==> config.mk <==
export PLATFORM = sky130hd
export DESIGN_NAME = spi_slave_sync
export DESIGN_NICKNAME = d
export VERILOG_FILES = /design/src/rtl/spi_slave_sync.sv
export SDC_FILE = /design/constraint.sdc
export NUM_CORES = 1
export LEC_CHECK = 0
export ABC_AREA = 1
export BUFFER_PORTS_ARGS = -buffer_cell sky130_fd_sc_hd__buf_2
export CORE_UTILIZATION = 55
export DETAILED_ROUTE_END_ITERATION = 8
export PLACE_DENSITY = 0.74
export SYNTH_ARGS = -nofsm -noshare
export SYNTH_HDL_FRONTEND = slang
export SYNTH_SLANG_ARGS = --single-unit
==> constraint.sdc <==
create_clock -name clk -period 1.8 [get_ports clk]
set_input_delay 0.09 -clock clk [delete_from_list [all_inputs] [get_ports clk]]
set_output_delay 0.09 -clock clk [all_outputs]
set_load 0.1 [all_outputs]
==> src/rtl/spi_slave_sync.sv <==
// spi_slave_sync: clk-domain SPI slave with synchronised sclk/cs/mosi; SPI_RX_OVERRUN_EN adds a sticky rx_overrun flag
module spi_slave_sync #(
  parameter int WIDTH       = 16,
  parameter int CPOL        = 0,
  parameter int CPHA        = 0,
  parameter int SYNC_STAGES = 2
) (
  input  logic             clk,
  input  logic             reset,
  input  logic             sclk,
  input  logic             cs,
  input  logic             mosi,
  output logic             miso,
  input  logic [WIDTH-1:0] tx_data,
  input  logic             tx_load,
  output logic             tx_ready,
  output logic [WIDTH-1:0] rx_data,
  output logic             rx_valid,
  input  logic             rx_ack,
  output logic             rx_overrun
);
  localparam int CW = $clog2(WIDTH);
  localparam int FW = $clog2(SYNC_STAGES + 2);
  localparam logic [CW-1:0] LAST = CW'(WIDTH - 1);
  localparam logic IDLE_LVL = 1'(CPOL);
  typedef enum logic {IDLE, ACTIVE} state_t;
  state_t state, state_d;
  logic [SYNC_STAGES-1:0] sclk_sr, cs_sr, mosi_sr;
  logic sclk_q, cs_q;
  logic [FW-1:0] flush;
  logic [WIDTH-1:0] hold, tx_sr, rx_sr, load_word, rx_word;
  logic [CW-1:0] cnt;
  logic miso_r;
  logic sclk_s, cs_s, mosi_s, lead, trail, sample, shift, cs_fall, cs_rise, active, enter, run, done;
  assign sclk_s    = sclk_sr[SYNC_STAGES-1];
  assign cs_s      = cs_sr[SYNC_STAGES-1];
  assign mosi_s    = mosi_sr[SYNC_STAGES-1];
  assign lead      = (sclk_s != IDLE_LVL) && (sclk_q == IDLE_LVL);
  assign trail     = (sclk_s == IDLE_LVL) && (sclk_q != IDLE_LVL);
  assign sample    = (CPHA != 0) ? trail : lead;
  assign shift     = (CPHA != 0) ? lead : trail;
  // The post-reset flush window hides the fake cs fall caused by the chain refilling from its reset value
  assign cs_fall   = !cs_s && cs_q && (flush == '0);
  assign cs_rise   = cs_s && !cs_q;
  assign active    = (state == ACTIVE);
  assign enter     = !active && cs_fall;
  assign run       = active && !cs_rise;
  assign done      = run && sample && (cnt == LAST);
  assign load_word = tx_ready ? '0 : hold;
  assign rx_word   = {rx_sr[WIDTH-2:0], mosi_s};
  assign miso      = active ? miso_r : 1'b0;
  // Synchronisers plus one-cycle history for edge detection
  always_ff @(posedge clk)
    if (reset) begin
      sclk_sr <= {SYNC_STAGES{IDLE_LVL}};
      cs_sr   <= '1;
      mosi_sr <= '0;
      sclk_q  <= IDLE_LVL;
      cs_q    <= 1'b1;
      flush   <= FW'(SYNC_STAGES + 1);
    end else begin
      sclk_sr <= {sclk_sr[SYNC_STAGES-2:0], sclk};
      cs_sr   <= {cs_sr[SYNC_STAGES-2:0], cs};
      mosi_sr <= {mosi_sr[SYNC_STAGES-2:0], mosi};
      sclk_q  <= sclk_s;
      cs_q    <= cs_s;
      if (flush != '0) flush <= flush - 1'b1;
    end
  // Frame state register
  always_ff @(posedge clk)
    if (reset) state <= IDLE;
    else state <= state_d;
  // Enter a frame on cs falling, leave on cs rising
  always_comb begin
    state_d = state;
    state_d = (!active && cs_fall) ? ACTIVE : (active && cs_rise) ? IDLE : state;
  end
  // Shift registers, bit counter, holding register and receive handshake
  always_ff @(posedge clk)
    if (reset) begin
      hold     <= '0;
      tx_ready <= 1'b1;
      tx_sr    <= '0;
      rx_sr    <= '0;
      cnt      <= '0;
      miso_r   <= 1'b0;
      rx_data  <= '0;
      rx_valid <= 1'b0;
    end else begin
      if (tx_load && tx_ready) begin
        hold     <= tx_data;
        tx_ready <= 1'b0;
      end
      if ((enter || done) && !tx_ready) tx_ready <= 1'b1;
      if (rx_ack) rx_valid <= 1'b0;
      if (enter) begin
        tx_sr  <= (CPHA != 0) ? load_word : load_word << 1;
        miso_r <= (CPHA != 0) ? 1'b0 : load_word[WIDTH-1];
        cnt    <= '0;
        rx_sr  <= '0;
      end else if (run && sample) begin
        rx_sr <= rx_word;
        cnt   <= done ? '0 : cnt + 1'b1;
        if (done) begin
          rx_data  <= rx_word;
          rx_valid <= 1'b1;
          tx_sr    <= load_word;
        end
      end else if (run && shift) begin
        miso_r <= tx_sr[WIDTH-1];
        tx_sr  <= tx_sr << 1;
      end
    end
`ifdef SPI_RX_OVERRUN_EN
  logic ovr;
  // Sticky: a completed word replaced one the consumer never acknowledged
  always_ff @(posedge clk)
    if (reset) ovr <= 1'b0;
    else if (done && rx_valid && !rx_ack) ovr <= 1'b1;
  assign rx_overrun = ovr;
`else
  assign rx_overrun = 1'b0;
`endif
endmodule

==> Implementation_results.wiki <==
{| class="wikitable"
! Metric !! Value
|-
| Achievable clock frequency || around 600 MHz
|-
| Starting density of the core || 0.5750
|-
| Worst flop-to-flop path startpoint || cnt[0]
|-
| Final clock period utilization by the worst path || 0.9246
|-
| Post-Syn Nets || approximately 500
|-
| Register share of total power || 0.503
|-
| Maximum count of clock buffers along a single path || 2
|-
| Final Setup Violations || 0
|-
| Clock period minus worst slack || 1.664 ns
|-
| Via count of the first global-routing pass || 2,807
|-
| Unrepaired setup endpoints after global routing || false
|-
| Synth top area share || 0.4708
|-
| DR vias || 3,188
|-
| Die outline height || around 81 µm
|-
| Sw Pwr || 938.6 µW
|-
| Wire length of the first global-routing pass || between 10,000 and 15,000 µm
|-
| Area delta synth->final || 20.60%
|-
| Number of CTS-inserted buffers || 9
|-
| Number of failing hold endpoints at the final stage || 0
|-
| Worst ir drop on vdd || between 700 and 800 µV
|-
| Clk pwr share || 0.417
|-
| Internal power of the cells || 2.802 mW
|-
| Via-per-instance ratio || 5.167
|-
| Post-synth EDFFs || 0
|-
| Count of antenna-violating nets left after detailed routing || 0
|-
| Category of the most critical setup path || register to register
|-
| Power density over the cells || 900.5 nW/µm²
|-
| Overall track demand over capacity in global routing || 0.2640
|-
| Combinational share of power || 0.080
|-
| Cell variety after synth || 29
|-
| Post-synthesis sequential element count || 81
|-
| Endpoint kind of the worst setup timing path || register
|-
| Global placer's final weighted congestion || approximately 0.86
|-
| Routed length per placed instance || 12.72 µm
|-
| Cell depth of the worst min-delay path || 3
|-
| Final WL || between 7000 and 8000 µm
|-
| Worst-path fanout max || 16
|-
| Floorplan core area || between 5000 and 6000 µm²
|-
| Static leakage || 1.929 nW
|-
| Number of antenna violations at the first check in global routing || 0
|-
| Mean post-synth cell area || 7.221 µm²
|-
| Finished Cell Area || just over 4000 µm²
|-
| Worst Skew || 0.01447 ns
|-
| End point of the most critical hold path || hold[9]
|-
| Worst Path Required || ~2.1 ns
|-
| Hold_sp || tx_data[9]
|-
| Estimated wirelength of the detail-placed design || 5109 µm
|-
| Net switching share of the total power || 0.2509
|-
| N_diodes || 0
|-
| # rows || 28
|-
| Nets || roughly 560
|-
| DRC violation count after routing || 0
|-
| Clk Tree Root Cell || sky130_fd_sc_hd__clkbuf_8
|-
| Maximum number of pins on one net before global-route repair || 31
|-
| Clock-pin slew on the worst setup and hold paths || 0.09 ns
|-
| Top flip-flop cell by instance count after synthesis || sky130_fd_sc_hd__dfxtp_1
|-
| Cell count of the worst reg-to-reg path || 8
|-
| Detailed router's first-iteration violation count || 227
|-
| Setup TNS || 0 ns
|-
| Result of the run || finished, final reports clean
|-
| Die span in x || 81.14 µm
|-
| Port buffer count || 41
|-
| Cell type with the largest total area after synthesis || sky130_fd_sc_hd__dfxtp_1
|-
| Clock Sinks || 81
|-
| Most frequent cells after synthesis || sky130_fd_sc_hd__nor2_1 (117), sky130_fd_sc_hd__dfxtp_1 (81), sky130_fd_sc_hd__nand2_1 (65), sky130_fd_sc_hd__o21ai_0 (54), sky130_fd_sc_hd__nand3_1 (49)
|-
| Warnings from Yosys || 0
|-
| Die Area || about 6600 µm²
|-
| Count of boundary I/O pins || 43
|-
| Worst skew pair latency || 0.36 ns
|-
| Final Max Slew Viols || 0
|-
| Total placed instance area || 3725 µm²
|-
| Signal arrival time at the worst endpoint || 1.91 ns
|-
| Synth async-reset ratio || 0
|-
| First-pass iteration count of the detailed router || 4
|-
| Total of max-cap violations || 0
|-
| Remaining global-route overflow || 0
|-
| TritonCTS clock tree || yes
|-
| Portion of the post-synthesis area used by sequential elements || 0.4708
|-
| Depth of the CTS H-tree || 3
|-
| Startpoint types || register
|-
| Kind of path behind the tightest hold check || input pin to register
|-
| Main area contributors after synthesis || sky130_fd_sc_hd__dfxtp_1 (47%), sky130_fd_sc_hd__nor2_1 (13%), sky130_fd_sc_hd__o21ai_0 (7.8%), sky130_fd_sc_hd__nand3_1 (7.1%), sky130_fd_sc_hd__nand2_1 (7.1%)
|-
| Worst-case register-to-register setup slack || 0.14 ns
|-
| Fraction of final layout cells sized beyond drive strength 1 || 0.1624
|-
| Gate Count Post-Synth || 477
|-
| FILL cells || 500
|-
| Mapped cell area || 3445 µm²
|-
| Reg-to-reg endpoint || tx_sr[4]
|-
| Library cell with the highest instance count after synthesis || sky130_fd_sc_hd__nor2_1
|}
## layer usage
layer	part of all wire	wire, µm	track usage
met2	0.44	3425	0.4084
met1	0.49	3869	0.3629
met5	0	0	0
met4	0.015	121	0.07500
met3	0.055	431	0.06629
## power groups by stage
stage / logic (mW) / registers, mW / clock network (mW)
5_1_grt: 0.335 / 1.89 / 1.65
3_3_place_gp: 0.256 / 1.92 / 0
3_5_place_dp: 0.260 / 1.92 / 0
4_1_cts: 0.293 / 1.88 / 1.58
2_1_floorplan: 0.183 / 1.92 / 0
6_report: 0.299 / 1.88 / 1.56
## worst max-delay path: stages (launching register included)
cell and delay (ns):
sky130_fd_sc_hd__dfxtp_1 0.38, sky130_fd_sc_hd__ha_1 0.20, sky130_fd_sc_hd__nand3_1 0.14, sky130_fd_sc_hd__inv_1 0.13
sky130_fd_sc_hd__nand3_4 0.22, sky130_fd_sc_hd__nand2_8 0.22, sky130_fd_sc_hd__inv_4 0.08, sky130_fd_sc_hd__nor2_1 0.12
sky130_fd_sc_hd__nor2_1 0.06
## registers in the layout, summed over array words and instances (netlist names)
register / count
hold: 16
rx_data: 16
tx_sr: 16
rx_sr: 15
cnt: 4
cs_sr: 2
flush: 2
mosi_sr: 2
sclk_sr: 2
active: 1
cs_q: 1
miso_r: 1
rx_valid: 1
sclk_q: 1
tx_ready: 1
## cell type report
cell class | count | area [µm²] | area share
Sequential cell | 81 | 1623 | 0.3907
Multi-Input combinational cell | 331 | 1553 | 0.3738
Timing Repair Buffer | 73 | 488.0 | 0.1175
Inverter | 41 | 160.2 | 0.03855
Clock buffer | 10 | 137.6 | 0.03313
Clock inverter | 6 | 98.84 | 0.02380
Tap cell | 75 | 93.84 | 0.02259
## timing repair
item	in CTS	in global routing
hold endpoints to repair	17	0
gates resized for setup	0	3
hold buffers	17	0
setup endpoints to repair	0	27
setup buffers	0	1
## kinds of logic after synthesis
kind of cell / Yosys count / share of synthesized area
other cells: 1 / 0.001089
buf+inv: 65 / 0.08100
xor+xnor: 2 / 0.005086
flops: 81 / 0.4708
simple gates: 244 / 0.3048
fa+ha+maj: 2 / 0.007264
compound gates: 82 / 0.1300
## how the worst max path moves through the flow
stage,startpoint,to,slack [ns],cells after the start
floorplan,tx_ready,tx_sr[15],0.02,9
global placement,cnt[0],tx_sr[3],0.15,8
detailed placement,cnt[0],tx_sr[7],0.1,8
CTS,flush[0],tx_sr[4],0.07,11
global route,cnt[0],tx_sr[7],0.01,8
finish,cnt[0],tx_sr[4],0.14,8
## stage by stage
step / utilization / hold slack [ns] / power [mW] / cells / worst slack [ns]
final: 0.6934 / 0.01513 / 3.741 / 617 / 0.1357
after global routing: 0.6934 / 0.04135 / 3.869 / 617 / 0.01487
after CTS: 0.6896 / 0.008011 / 3.757 / 616 / 0.07060
after detailed placement: 0.6218 / 0.2766 / 2.183 / 583 / 0.09752
after global placement: 0.6218 / 0.2799 / 2.177 / 583 / 0.1524
after floorplan: - / 0.1938 / 2.107 / 477 / 0.02456
## placed cells by master, fill, tap and decap left out, drive strengths merged
master and count:
dfxtp 81, nand2 67, ha 2, bufinv 2, nand3 51, dlygate4sd3 17, clkinvlp 2, conb 1
o21ai 54, xor2 1, a21oi 17, nor3 1, nor2 121, o21bai 9, inv 39, xnor2 1
buf 56, o22ai 1, clkinv 4, nor3b 1, clkbuf 10, or2 3, a21boi 1
(Power assumes the default switching activity.)
